<file path="src/rtl/cpu_fetch_queue.sv">
// Instruction fetch stage: PC generator, pipelined memory requests with in-order
// responses, and a prefetch queue that feeds decode over a valid/ready handshake.
module cpu_fetch_queue #(
  parameter int                ADDR_W   = 16,
  parameter int                INSTR_W  = 16,
  parameter int                DEPTH    = 4,
  parameter int                PC_STEP  = 2,
  parameter logic [ADDR_W-1:0] RESET_PC = '0,
  parameter logic [3:0]        HALT_OP  = 4'hF
) (
  input  logic               clk,
  input  logic               rst,
  output logic               mem_req,
  output logic [ADDR_W-1:0]  mem_addr,
  input  logic               mem_rvalid,
  input  logic [INSTR_W-1:0] mem_rdata,
  input  logic               redirect,
  input  logic [ADDR_W-1:0]  redirect_pc,
  output logic               out_valid,
  input  logic               out_ready,
  output logic [INSTR_W-1:0] out_instr,
  output logic [ADDR_W-1:0]  out_pc,
  output logic [ADDR_W-1:0]  out_pc_inc,
  output logic               halted
);
  localparam int                PW      = (DEPTH > 1) ? $clog2(DEPTH) : 1;
  localparam int                CW      = PW + 1;
  localparam logic [ADDR_W-1:0] STEP    = ADDR_W'(PC_STEP);
  localparam logic [CW:0]       DEPTH_O = (CW + 1)'(DEPTH);
  localparam logic [CW-1:0]     DEPTH_C = CW'(DEPTH);

  logic [ADDR_W-1:0]  fetch_pc_q, fetch_pc_d;
  logic [CW-1:0]      count_q, count_d;
  logic [CW-1:0]      inflight_q, inflight_d;
  logic [CW-1:0]      discard_q, discard_d;
  logic               halted_q, halted_d;
  logic [PW-1:0]      wr_ptr_q, wr_ptr_d, rd_ptr_q, rd_ptr_d;
  logic [PW-1:0]      tag_wr_q, tag_wr_d, tag_rd_q, tag_rd_d;
  logic [INSTR_W-1:0] q_instr_q [DEPTH];
  logic [INSTR_W-1:0] q_instr_d [DEPTH];
  logic [ADDR_W-1:0]  q_pc_q    [DEPTH];
  logic [ADDR_W-1:0]  q_pc_d    [DEPTH];
  logic [ADDR_W-1:0]  tag_q     [DEPTH];
  logic [ADDR_W-1:0]  tag_d     [DEPTH];
  logic [INSTR_W-1:0] last_instr_q, last_instr_d;
  logic [ADDR_W-1:0]  last_pc_q, last_pc_d;
  logic [ADDR_W-1:0]  last_pc_inc_q, last_pc_inc_d;

  logic [CW:0]        occupancy;
  logic               issue, enq, deq, is_halt;
  logic [ADDR_W-1:0]  head_pc;

  // Queued entries plus outstanding requests never exceed DEPTH, so every
  // response that is accepted has a free slot waiting for it.
  assign occupancy = {1'b0, count_q} + {1'b0, inflight_q};
  assign issue     = !rst && !redirect && !halted_q && (occupancy < DEPTH_O);
  assign enq       = mem_rvalid && !redirect && (discard_q == '0);
  assign out_valid = (count_q != '0);
  assign deq       = out_valid && out_ready;
  assign head_pc   = q_pc_q[rd_ptr_q];
  assign is_halt   = (mem_rdata[INSTR_W-1 -: 4] == HALT_OP);

  assign mem_req    = issue;
  assign mem_addr   = fetch_pc_q;
  assign halted     = halted_q;
  assign out_instr  = out_valid ? q_instr_q[rd_ptr_q] : last_instr_q;
  assign out_pc     = out_valid ? head_pc : last_pc_q;
  assign out_pc_inc = out_valid ? head_pc + STEP : last_pc_inc_q;

  always_comb begin
    fetch_pc_d    = fetch_pc_q;
    count_d       = count_q + CW'(enq) - CW'(deq);
    inflight_d    = inflight_q + CW'(issue) - CW'(mem_rvalid);
    discard_d     = discard_q;
    halted_d      = halted_q;
    wr_ptr_d      = wr_ptr_q;
    rd_ptr_d      = rd_ptr_q;
    tag_wr_d      = tag_wr_q;
    tag_rd_d      = tag_rd_q;
    q_instr_d     = q_instr_q;
    q_pc_d        = q_pc_q;
    tag_d         = tag_q;
    last_instr_d  = last_instr_q;
    last_pc_d     = last_pc_q;
    last_pc_inc_d = last_pc_inc_q;

    if (issue) begin
      tag_d[tag_wr_q] = fetch_pc_q;
      tag_wr_d        = tag_wr_q + PW'(1);
      fetch_pc_d      = fetch_pc_q + STEP;
    end
    // Tags pop on every response, stale or not, so they stay aligned with memory.
    if (mem_rvalid) begin
      tag_rd_d = tag_rd_q + PW'(1);
      if (discard_q != '0) discard_d = discard_q - CW'(1);
    end
    if (enq) begin
      q_instr_d[wr_ptr_q] = mem_rdata;
      q_pc_d[wr_ptr_q]    = tag_q[tag_rd_q];
      wr_ptr_d            = wr_ptr_q + PW'(1);
      if (is_halt) halted_d = 1'b1;
    end
    if (deq) begin
      rd_ptr_d      = rd_ptr_q + PW'(1);
      last_instr_d  = q_instr_q[rd_ptr_q];
      last_pc_d     = head_pc;
      last_pc_inc_d = head_pc + STEP;
    end
    // A handshake in the redirect cycle still completes; the flush applies after it.
    if (redirect) begin
      count_d    = '0;
      wr_ptr_d   = '0;
      rd_ptr_d   = '0;
      discard_d  = inflight_q - CW'(mem_rvalid);
      fetch_pc_d = redirect_pc;
      halted_d   = 1'b0;
    end
  end

  always_ff @(posedge clk) begin
    if (rst) begin
      fetch_pc_q    <= RESET_PC;
      count_q       <= '0;
      inflight_q    <= '0;
      discard_q     <= '0;
      halted_q      <= 1'b0;
      wr_ptr_q      <= '0;
      rd_ptr_q      <= '0;
      tag_wr_q      <= '0;
      tag_rd_q      <= '0;
      last_instr_q  <= '0;
      last_pc_q     <= '0;
      last_pc_inc_q <= '0;
    end else begin
      fetch_pc_q    <= fetch_pc_d;
      count_q       <= count_d;
      inflight_q    <= inflight_d;
      discard_q     <= discard_d;
      halted_q      <= halted_d;
      wr_ptr_q      <= wr_ptr_d;
      rd_ptr_q      <= rd_ptr_d;
      tag_wr_q      <= tag_wr_d;
      tag_rd_q      <= tag_rd_d;
      last_instr_q  <= last_instr_d;
      last_pc_q     <= last_pc_d;
      last_pc_inc_q <= last_pc_inc_d;
    end
  end

  // Storage is only read behind valid pointers, so it needs no reset.
  always_ff @(posedge clk) begin
    q_instr_q <= q_instr_d;
    q_pc_q    <= q_pc_d;
    tag_q     <= tag_d;
  end

  overflow_a: assert property (@(posedge clk) disable iff (rst)
    !(enq && !deq && (count_q == DEPTH_C)));

endmodule

</file>
<file path="config.mk">
export PLATFORM = sky130hd
export DESIGN_NAME = cpu_fetch_queue
export DESIGN_NICKNAME = d
export VERILOG_FILES = /design/src/rtl/cpu_fetch_queue.sv
export SDC_FILE = /design/constraint.sdc
export NUM_CORES = 1
export LEC_CHECK = 0
export ABC_AREA = 1
export BUFFER_PORTS_ARGS = -buffer_cell sky130_fd_sc_hd__buf_2
export CORE_ASPECT_RATIO = 1.75
export CORE_MARGIN = 10
export CORE_UTILIZATION = 30
export DETAILED_ROUTE_END_ITERATION = 12
export SYNTH_ARGS = -nofsm -noshare
export SYNTH_HDL_FRONTEND = slang
export SYNTH_SLANG_ARGS = --single-unit
</file>
<file path="constraint.sdc">
create_clock -name clk -period 7.6 [get_ports clk]
set_input_delay 0.76 -clock clk [delete_from_list [all_inputs] [get_ports clk]]
set_output_delay 0.76 -clock clk [all_outputs]
set_load 0.05 [all_outputs]
</file>
* After elaboration in Yosys (flattened, before gate mapping)
Cells that the tools add are included.
Word-level totals: logic and storage cells 93, bits in registers 274, input bits 37, output and inout bits 67
Operators by class: magnitude comparators 7, reductions and logical operators 20, add/sub/neg operators 13, muxes and demuxes 24, bitwise logic cells 4, equality and inequality tests 1
Operators with widths (number):
- 16-bit two-way mux | 13
- 64-bit bitwise mux | 3
- 16-bit binary-select mux with 2-bit select | 3
- 16-bit demux with 2-bit select | 2
- 16-bit by 2-bit adder with 16-bit output (second input constant) | 2
- 3-bit >= comparator (second input constant) | 4
- 2-bit NOT with 3-bit output | 4
- 3-bit two-way mux | 3
- 3-bit by 1-bit subtractor with 3-bit output | 3
- 2-bit by 1-bit adder with 2-bit output (second input constant) | 4
- 1-bit logical AND | 8
- 3-bit by 1-bit adder with 3-bit output | 2
- 3-bit by 1-bit < comparator with 1-bit output (second input constant) | 2
- 2-bit nonzero test | 3
- 3-bit nonzero test | 2
- 3-bit by 3-bit adder with 4-bit output | 1
- 4-bit == test (second input constant) | 1
- 4-bit by 3-bit < comparator with 1-bit output (second input constant) | 1
- 2-bit AND reduction | 2
- 1-bit zero test | 3
- 3-bit zero test | 1
- 3-bit by 1-bit subtractor with 3-bit output (second input constant) | 1
- 2-bit OR reduction | 1

* Depth between registers and ports, before layout
Gate-level depths: netlist of the first run.
word-level depth 6, gate-level depth with buffers 15, mapped depth without buffers 15

* Worst setup path after synthesis of the first run
No wires, ideal clock.
path kind register to output, start register rd_ptr_q[1], end output port out_pc_inc[7], arrival time 2.536 ns, slack 4.304 ns, cell stages (with the launch flop) 12, path buffers 2, data required time 6.840 ns, cell sequence dfxtp_1 > buf_6 > inv_4 > buf_6 > nor2_1 > o21ai_0 > nand2_1 > ha_1 > nand3_4 > nor2_4 > xor2_1 > o21ai_0
On the way: word-level cells in the longest chain between the ends 6
RTL lines:
- from (decl) | RTL line 37 | logic [PW-1:0] wr_ptr_q, wr_ptr_d, rd_ptr_q, rd_ptr_d;
- from (signal assigned) | RTL line 141 | rd_ptr_q <= rd_ptr_d;
- 2-bit NOT with 3-bit output (not written as such) | RTL line 60 | assign head_pc = q_pc_q[rd_ptr_q];
- 16-bit binary-select mux with 2-bit select | RTL line 60
- 16-bit two-way mux (not written as such) (2 in a row) | RTL line 60
- via head_pc[1] | RTL line 51 | logic [ADDR_W-1:0] head_pc;
- 16-bit by 2-bit adder with 16-bit output | RTL line 68 | assign out_pc_inc = out_valid ? head_pc + STEP : last_pc_inc_q;
- 16-bit two-way mux | RTL line 68
- to (decl) | RTL line 23 | output logic [ADDR_W-1:0] out_pc_inc,
The timed path passes the listed nets, and every way through them passes these cells. The select of a mux whose other input is x is not followed.

* Worst setup path after layout of the first run
start register rd_ptr_q[0], end output port out_pc_inc[5]
The elaborated chain is that of the path after synthesis.

==> metrics.txt, run 1 <==
status completed; unrepaired setup endpoints after global routing no; synthesized area per cell 9.90 um2; crit start category flip-flop; total chip power 3.78 mW; area of the multi-input gates 3840 um2; DR vias/cell 4.74; Final Critical Period between 4 and 5 ns; dpl hpwl 19,500 um; # setup viols final 0; PD cells 273 nW/um2; vias in the first global route 8,327; largest family of logic cells by synthesized area simple AND/OR/NAND/NOR gates; chip height between 200 and 300 um; peak supply drop 0.000173 V; crit end category output pin; GRT overflow 0; Max Fanout on Critical Path 66; die footprint 48,300 um2; fin crit share 0.597; Area after DPL 12,800 um2; placed cell count 1,743; gpl congestion 0.825; ANT nets after route 0; Iter 0 DRT Violations a little over 500; register area 7390 um2; Syn. warnings 0; arrival time at the worst endpoint approximately 3.8 ns; WP data required 6.84 ns; WHS Endpoint q_instr_q[7]; hold_sp mem_rdata[7]; # hold bufs at CTS 0; post-synthesis mux area share 0; clock skew approximately 0.035 ns; first-pass GRT wire length 45,500 um; Worst-Margin Slew 1.16 ns; Post-Syn Area 11,900 um2; die width 171 um; port bufs 103; # H-tree levels 1; DR WL/cell 16.2 um; final worst slack 3.06 ns; area of the core approximately 40,000 um2; Antenna Cells 0; Synth Area in Compound Gates 0.122; Post-Synthesis Cells 1,202; Synth Area in XOR/XNOR 0.0103; largest net degree at the start of global routing 83; TritonRoute pass-1 iters 5; ys flop type edfxtp_1; library cells used by synthesis just over 40; # Post-CTS Setup Buffers 0; CTS Buf Count 28; Clock Pin Slew Worst Setup and Hold Paths about 0.06 ns; Static Leakage 5.38 nW; standard-cell rows 96; HP Class input port to flip-flop; CTS tree done; adder-cell share of the synthesized area 0.0244; clock latency on the worst-skew pair 0.58 ns; Seq cells post-synth 273; root buffer cell clkbuf_16; number of synthesized flops with an enable pin ~190; register area share after synthesis 0.621; fin. max-slew vios 0; commonest cells after routing, fill and taps aside nand2_1 (224), edfxtp_1 (192), o21ai_0 (160), nor2_1 (122), buf_2 (103); post-CTS sizing 0; num ports 104; pre-CTS setup slack 3.58 ns; final hold viol count 0; Fin Setup TNS 0 ns; R2R Setup Slk 3.87 ns; Fillers 3,914; Layout area overhead 16.1%; synthesized net count 1,261; simple-gate share of the synthesized area 0.163; initial core utilization 0.303; Post-Route WL between 20,000 and 30,000 um; commonest non-fill, non-tap cell in the layout nand2_1; Post-synth ARST share 0; critical path class flip-flop to output pin; Register-to-Register Path Depth 13; fin cells 1,795; GRT Total Usage 0.117; max cap viols 0; via count 8,512; Hold Path Depth 1; antenna violations before repair 2; Slew HR 0.227; detailed-route DRC error count 0; fmax 220 MHz; R2R Path End count_q[2]; clock tree buffer depth 3; layout cell share with drive strength beyond 1 0.157; Final Cell Area 13,800 um2; CTS Sinks 273; nets approximately 1,300; worst r2r src count_q[0]
-- logic make-up (layout without fill, tap and decap cells) --
group           count (synthesis)  in the layout
simple gates                  450            450
compound gates                277            277
flops                         273            273
buf+inv                       166            269
fa+ha+maj                      22             22
xor+xnor                       14             14
-- cell type report --
class | count | area share
clock buffer | 40 | 0.0554
clock inverter | 12 | 0.0157
inverter | 103 | 0.0282
multi-input combinational | 763 | 0.278
sequential | 273 | 0.535
tap | 490 | 0.0444
timing repair buffer | 114 | 0.0433
-- routing by layer --
layer / global-route usage / part of all wire / vias to the layer above / wire, um
met3: 0.0210 / 0.051 / 44 / 1480
met1: 0.137 / 0.42 / 4018 / 12100
met4: 0.0418 / 0.024 / 4 / 712
li1: - / - / 4247 / -
met2: 0.208 / 0.51 / 199 / 14800
met5: 0 / 0.00089 / - / 26
-- power by group --
part / switching (mW) / total [mW] / leakage [nW] / internal [mW]
combinational: 0.448 / 0.592 / 2.50 / 0.144
clock: 0.576 / 1.45 / 0.465 / 0.875
sequential: 0.0472 / 1.73 / 2.41 / 1.69
total: 1.07 / 3.78 / 5.38 / 2.71
-- how the worst max path moves through the flow --
stage	depth (start not counted)	slack [ns]	from	to
floorplan	11	4.30	rd_ptr_q[1]	out_pc_inc[7]
global placement	11	3.64	rd_ptr_q[0]	out_pc_inc[5]
detailed placement	11	3.58	rd_ptr_q[0]	out_pc_inc[5]
CTS	11	2.98	rd_ptr_q[0]	out_pc_inc[5]
global route	11	2.77	rd_ptr_q[0]	out_pc_inc[5]
finish	11	3.06	rd_ptr_q[0]	out_pc_inc[5]
-- worst max-delay path: stages (launching register included) --
cell and delay [ns]:
dfxtp_2 0.31, buf_4 0.54, inv_2 0.38, buf_4 0.37, o21ai_0 0.22, nand2_1 0.15, ha_1 0.27, nand3_4 0.15
xor2_1 0.25, nand2_1 0.07, o21ai_0 0.16, buf_2 0.33
-- state kept, by name, indices dropped and copies added (netlist names), 3 cells and up --
name,cells
last_instr_q,16
inflight_q,3
tag_q,64
q_instr_q,64
last_pc_q,16
mem_addr,16
q_pc_q,64
discard_q,3
last_pc_inc_q,15
count_q,3
-- cells in the mapped netlist (3+ instances only) --
cell        n  share of area
clkbuf_1   41          0.013
nor3_1      4         0.0017
a21oi_1    58          0.024
nand2_1   224          0.071
buf_4       4         0.0025
xnor2_1     4         0.0029
nor2_1    130          0.041
dfxtp_1    81           0.14
nand3_1    53          0.022
buf_6       4         0.0038
o21ai_0   160          0.067
o22ai_1    33          0.017
o21ai_1    10         0.0042
a31oi_1    11         0.0058
buf_2      12         0.0050
inv_1      98          0.031
nand2_2    11         0.0058
xor2_1     10         0.0074
nor2_4      7         0.0066
nand3_2     4         0.0034
inv_2       3        0.00095
or2_2       3         0.0016
ha_1       20          0.021
edfxtp_1  192           0.48
nor2_2      4         0.0021
-- per-stage QoR --
stage,hold slack (ns),util
5_1_grt,0.414,0.352
2_1_floorplan,0.425,-
3_5_place_dp,0.443,0.327
4_1_cts,0.400,0.352
6_report,0.431,0.352
3_3_place_gp,0.439,0.327
Note: power is estimated with default switching activity, not from simulation.
==> run 2: changes to the inputs <==
==> constraint.sdc (replaced) <==
create_clock -name clk -period 4.41 [get_ports clk]
set_input_delay 0.441 -clock clk [delete_from_list [all_inputs] [get_ports clk]]
set_output_delay 0.441 -clock clk [all_outputs]
set_load 0.05 [all_outputs]
==> metrics.txt, run 2 (synthesis gave the netlist of run 1 again) <==
status completed; CTS tree done; Post-Route WL around 29,000 um; GRT overflow 0; clock skew 0.0327 ns; largest net degree at the start of global routing between 80 and 90; via count 8,547; GRT Total Usage 0.117; WP data required 3.97 ns; HP Class input port to flip-flop; dpl hpwl 19,800 um; Finished Core Util 0.349; root buffer cell clkbuf_16; area of the multi-input gates 3840 um2; Layout area overhead 15.1%; ANT nets after route 0; R2R Path End count_q[2]; slowest stage cell, crit path buf_4; Slew HR 0.355; DR vias/cell 4.76; fin. max-slew vios 0; Hold Path Depth 3; crit-path max cell delay 0.54 ns; standard-cell rows 96; arrival time at the worst endpoint roughly 3.2 ns; Iter 0 DRT Violations 581; TritonRoute pass-1 iters 5; Max Fanout on Critical Path 65; hold_sp redirect_pc[0]; clock latency on the worst-skew pair roughly 0.57 ns; Clock Pin Slew Worst Setup and Hold Paths 0.06 ns; Static Leakage 5.33 nW; initial core utilization 0.303; critical path class flip-flop to output pin; Top Registers q_instr_q x64, q_pc_q x64, tag_q x64; layout cell share with drive strength beyond 1 0.159; # setup viols final 0; fin crit share 0.816; # Post-CTS Setup Buffers 0; Crit path max-delay family simple AND/OR/NAND/NOR gates; die width 171 um; gpl congestion approximately 0.8; R2R Setup Slk 1.47 ns; # H-tree levels 1; clock tree buffer depth 3; commonest non-fill, non-tap cell in the layout nand2_1; area of the core between 30,000 and 40,000 um2; Fillers approximately 3,900; Final Critical Period 3.60 ns; register area around 7400 um2; max cap viols 0; Worst-Margin Slew ~0.97 ns; CTS Sinks 273; Fin Setup TNS 0 ns; num ports 104; port bufs 103; antenna violations before repair 2; die footprint 48,300 um2; vias in the first global route between 8,000 and 9,000; Register-to-Register Path Depth 13; DR WL/cell 16.3 um; detailed-route DRC error count 0; placed cell count 1,746; nets between 1,000 and 1,500; first-pass GRT wire length 45,800 um; crit start category flip-flop; CP Cell Sequence buf_4 -> nor2_1 -> nor2_1 -> o21ai_0 -> nand2_1 -> ha_1 -> nand3_4 -> nor2_4 -> nand2_1 -> nand2_1 -> nand2_2 -> o21ai_2 -> buf_2; commonest cells after routing, fill and taps aside nand2_1 (224), edfxtp_1 (192), o21ai_0 (160), nor2_1 (122), buf_2 (103); chip height 283 um; post-CTS sizing 0; fin cells between 1,500 and 2,000; PD cells around 450 nW/um2; peak supply drop 0.000291 V; worst r2r src count_q[1]; fmax 278 MHz; # hold bufs at CTS 0; CP dominant cell by count nand2_1; CTS Buf Count 27; WP buf/inv 2; unrepaired setup endpoints after global routing no; crit end category output pin; final hold viol count 0; WHS Endpoint mem_addr[0]
run 2: power breakdown:
part | switching (mW) | total (mW) | leakage [nW] | internal, mW
Clock | 0.966 | 2.17 | 0.408 | 1.21
Combinational | 0.776 | 1.03 | 2.51 | 0.250
Sequential | 0.0812 | 2.99 | 2.41 | 2.91
run 2: routing by layer:
metal  global-route usage  up-vias  wire length (um)
met3               0.0174       32              1190
li1                     -     4262                 -
met2                0.214      185             15200
met1                0.135     4068             12200
met5                    0        -                 0
met4               0.0394        0               608
run 2: how the worst max path moves through the flow:
stage	startpoint	to	slack, ns	cells after the start
4_1_cts	rd_ptr_q[0]	out_pc_inc[13]	0.78	13
2_1_floorplan	rd_ptr_q[1]	out_pc_inc[7]	1.43	11
3_3_place_gp	rd_ptr_q[0]	out_pc_inc[14]	1.45	13
6_report	rd_ptr_q[0]	out_pc_inc[13]	0.81	13
5_1_grt	rd_ptr_q[0]	out_pc_inc[13]	0.51	13
3_5_place_dp	rd_ptr_q[0]	out_pc_inc[13]	1.37	13
run 2: cell type report:
class | count | area share
sequential | 273 | 0.540
multi-input combinational | 763 | 0.280
clock buffer | 39 | 0.0556
timing repair buffer | 117 | 0.0453
tap | 490 | 0.0448
inverter | 103 | 0.0284
clock inverter | 11 | 0.00557
antenna | 1 | 0.000183
run 2: worst reg2reg max path, cell delays in order (launching register included):
cell and delay (ns):
dfxtp_1 0.39, nor3_4 0.23, inv_1 0.06, buf_4 0.20, nand2_1 0.42, inv_2 0.11
ha_1 0.31, inv_1 0.05, ha_1 0.12, inv_1 0.04, fa_1 0.38, xnor2_1 0.14
or2_2 0.28, a21oi_1 0.11
run 2: metrics by stage:
step / instance area [um2] / hold WS [ns] / setup WS, ns / power (mW)
after floorplan: 11900 / 0.425 / 1.43 / 3.78
after global placement: 12900 / 0.441 / 1.45 / 4.06
after detailed placement: 12900 / 0.452 / 1.37 / 4.08
after CTS: 13700 / 0.0725 / 0.779 / 6.26
after global routing: 13700 / 0.0993 / 0.511 / 6.47
final: 13700 / 0.0987 / 0.810 / 6.19
==> run 3: changes to the inputs <==
==> constraint.sdc (replaced) <==
create_clock -name clk -period 3.5 [get_ports clk]
set_input_delay 0.35 -clock clk [delete_from_list [all_inputs] [get_ports clk]]
set_output_delay 0.35 -clock clk [all_outputs]
set_load 0.05 [all_outputs]
==> metrics.txt, run 3 (synthesis gave the netlist of run 1 again) <==
# setup viols final 0; num ports between 100 and 150; Max Fanout on Critical Path 39; die footprint 48,300 um2; Area after DPL 12,900 um2; max cap viols 0; via count 8,542; Slew HR 0.369; fin crit share 0.913; Clock Pin Slew Worst Setup and Hold Paths 0.06 ns; R2R Setup Slk roughly 0.60 ns; crit-path max cell delay between 0.3 and 0.4 ns; fin. max-slew vios 0; Iter 0 DRT Violations approximately 580; Critical Path End out_pc_inc[5]; Final Critical Period 3.20 ns; slowest stage cell, crit path inv_4; R2R Path End count_q[2]; nets between 1,000 and 1,500; Top Registers q_instr_q x64, q_pc_q x64, tag_q x64; # H-tree levels 1; commonest non-fill, non-tap cell in the layout nand2_1; status completed; final worst slack approximately 0.3 ns; CTS Buf Count 27; antenna violations before repair 1; Final Cell Area approximately 14,000 um2; clock skew 0.0256 ns; Register-to-Register Path Depth 15; unrepaired setup endpoints after global routing no; standard-cell rows 96; CTS tree done; Post-Route WL 29,100 um; WP buf/inv 3; Worst-Margin Slew 0.945 ns; Static Leakage 5.39 nW; die width 171 um; Fin Setup TNS 0 ns; first-pass GRT wire length 46,200 um; chip height 283 um; post-CTS sizing 0; critical path class flip-flop to output pin; clock latency on the worst-skew pair 0.56 ns; detailed-route DRC error count 0; commonest cells after routing, fill and taps aside nand2_1 (224), edfxtp_1 (192), o21ai_0 (160), nor2_1 (126), buf_2 (102); Worst Setup SP rd_ptr_q[1]; GRT Total Usage 0.119; ANT nets after route 0; area of the core 39,300 um2; final hold viol count 0; arrival time at the worst endpoint 2.85 ns; dpl hpwl 19,400 um; fmax around 310 MHz; GRT overflow 0; HP Class input port to flip-flop; crit end category output pin; worst r2r src discard_q[0]; WP data required ~3.2 ns; crit start category flip-flop; largest net degree at the start of global routing 83; DR vias/cell 4.72; WP depth 11; layout cell share with drive strength beyond 1 0.159; pre-CTS setup slack 0.611 ns; TritonRoute pass-1 iters 5; initial core utilization 0.303; PD cells 573 nW/um2; CTS Sinks 273; gpl congestion between 0.8 and 0.9; root buffer cell clkbuf_16; port bufs about 100; peak supply drop roughly 0.00039 V; DR WL/cell 16.1 um; clock tree buffer depth 3; Crit path max-delay family buffers and inverters; CP Cell Sequence buf_4 -> inv_4 -> nor2_1 -> o21ai_0 -> nand2_1 -> ha_1 -> nand3_4 -> xor2_1 -> nand2_1 -> o21ai_0 -> buf_12; vias in the first global route between 8,000 and 9,000; total chip power between 7 and 8 mW; Layout area overhead 16.1%
run 3: cell types whose count changed in the layout (fill, tap and decap cells not counted), moves of 2 or more:
cell,before,now
nor2_1,122,126
buf_4,14,22
clkinv_1,4,7
clkbuf_8,4,2
clkinv_2,5,1
dlygate4sd3_1,0,3
bufinv_16,0,2
nor2_2,12,8
run 3: where the power goes:
| part | switching (mW) | internal (mW) | leakage, nW |
|---|---|---|---|
| Clock | 1.22 | 1.62 | 0.415 |
| Combinational | 0.970 | 0.332 | 2.57 |
| Sequential | 0.101 | 3.66 | 2.41 |
| Total | 2.30 | 5.62 | 5.39 |
run 3: worst min-delay path by stage:
stage | startpoint | slack [ns] | endpoint | depth (start not counted)
2_1_floorplan | last_pc_inc_q[2] | 0.42 | last_pc_inc_q[2] | 2
3_3_place_gp | last_pc_inc_q[2] | 0.44 | last_pc_inc_q[2] | 2
3_5_place_dp | last_pc_inc_q[2] | 0.45 | last_pc_inc_q[2] | 2
4_1_cts | mem_rdata[0] | 0.0002 | q_instr_q[16] | 1
5_1_grt | mem_rdata[0] | 0.004 | q_instr_q[32] | 1
6_report | mem_rdata[0] | 0.02 | q_instr_q[48] | 1
run 3: layout make-up:
| cell class | count | area, um2 |
|---|---|---|
| diodes | 1 | 2.50 |
| clock buffers | 37 | 733 |
| clock inverters | 13 | 134 |
| fillers | 3917 | 25500 |
| inverters | 103 | 389 |
| multi-input cells | 763 | 3830 |
| flip-flops and latches | 273 | 7390 |
| well taps | 490 | 613 |
| repair buffers | 128 | 726 |
run 3: layer usage:
layer,global-route usage,part of all wire,wire [um]
met5,0,0,0
met1,0.141,0.42,12300
met3,0.0175,0.045,1310
met2,0.215,0.52,15000
met4,0.0359,0.017,509
run 3: repair_timing:
item | CTS | global route
hold endpoints to repair | 6 | 0
buffers inserted | 0 | 0
hold buffers | 3 | 0
run 3: metrics by stage:
step / hold slack [ns] / instances / utilization
3_3_place_gp: 0.441 / 1754 / 0.329
5_1_grt: 0.00383 / 1808 / 0.352
4_1_cts: 0.000249 / 1807 / 0.352
6_report: 0.0241 / 1808 / 0.352
3_5_place_dp: 0.449 / 1754 / 0.329
2_1_floorplan: 0.425 / 1202 / -
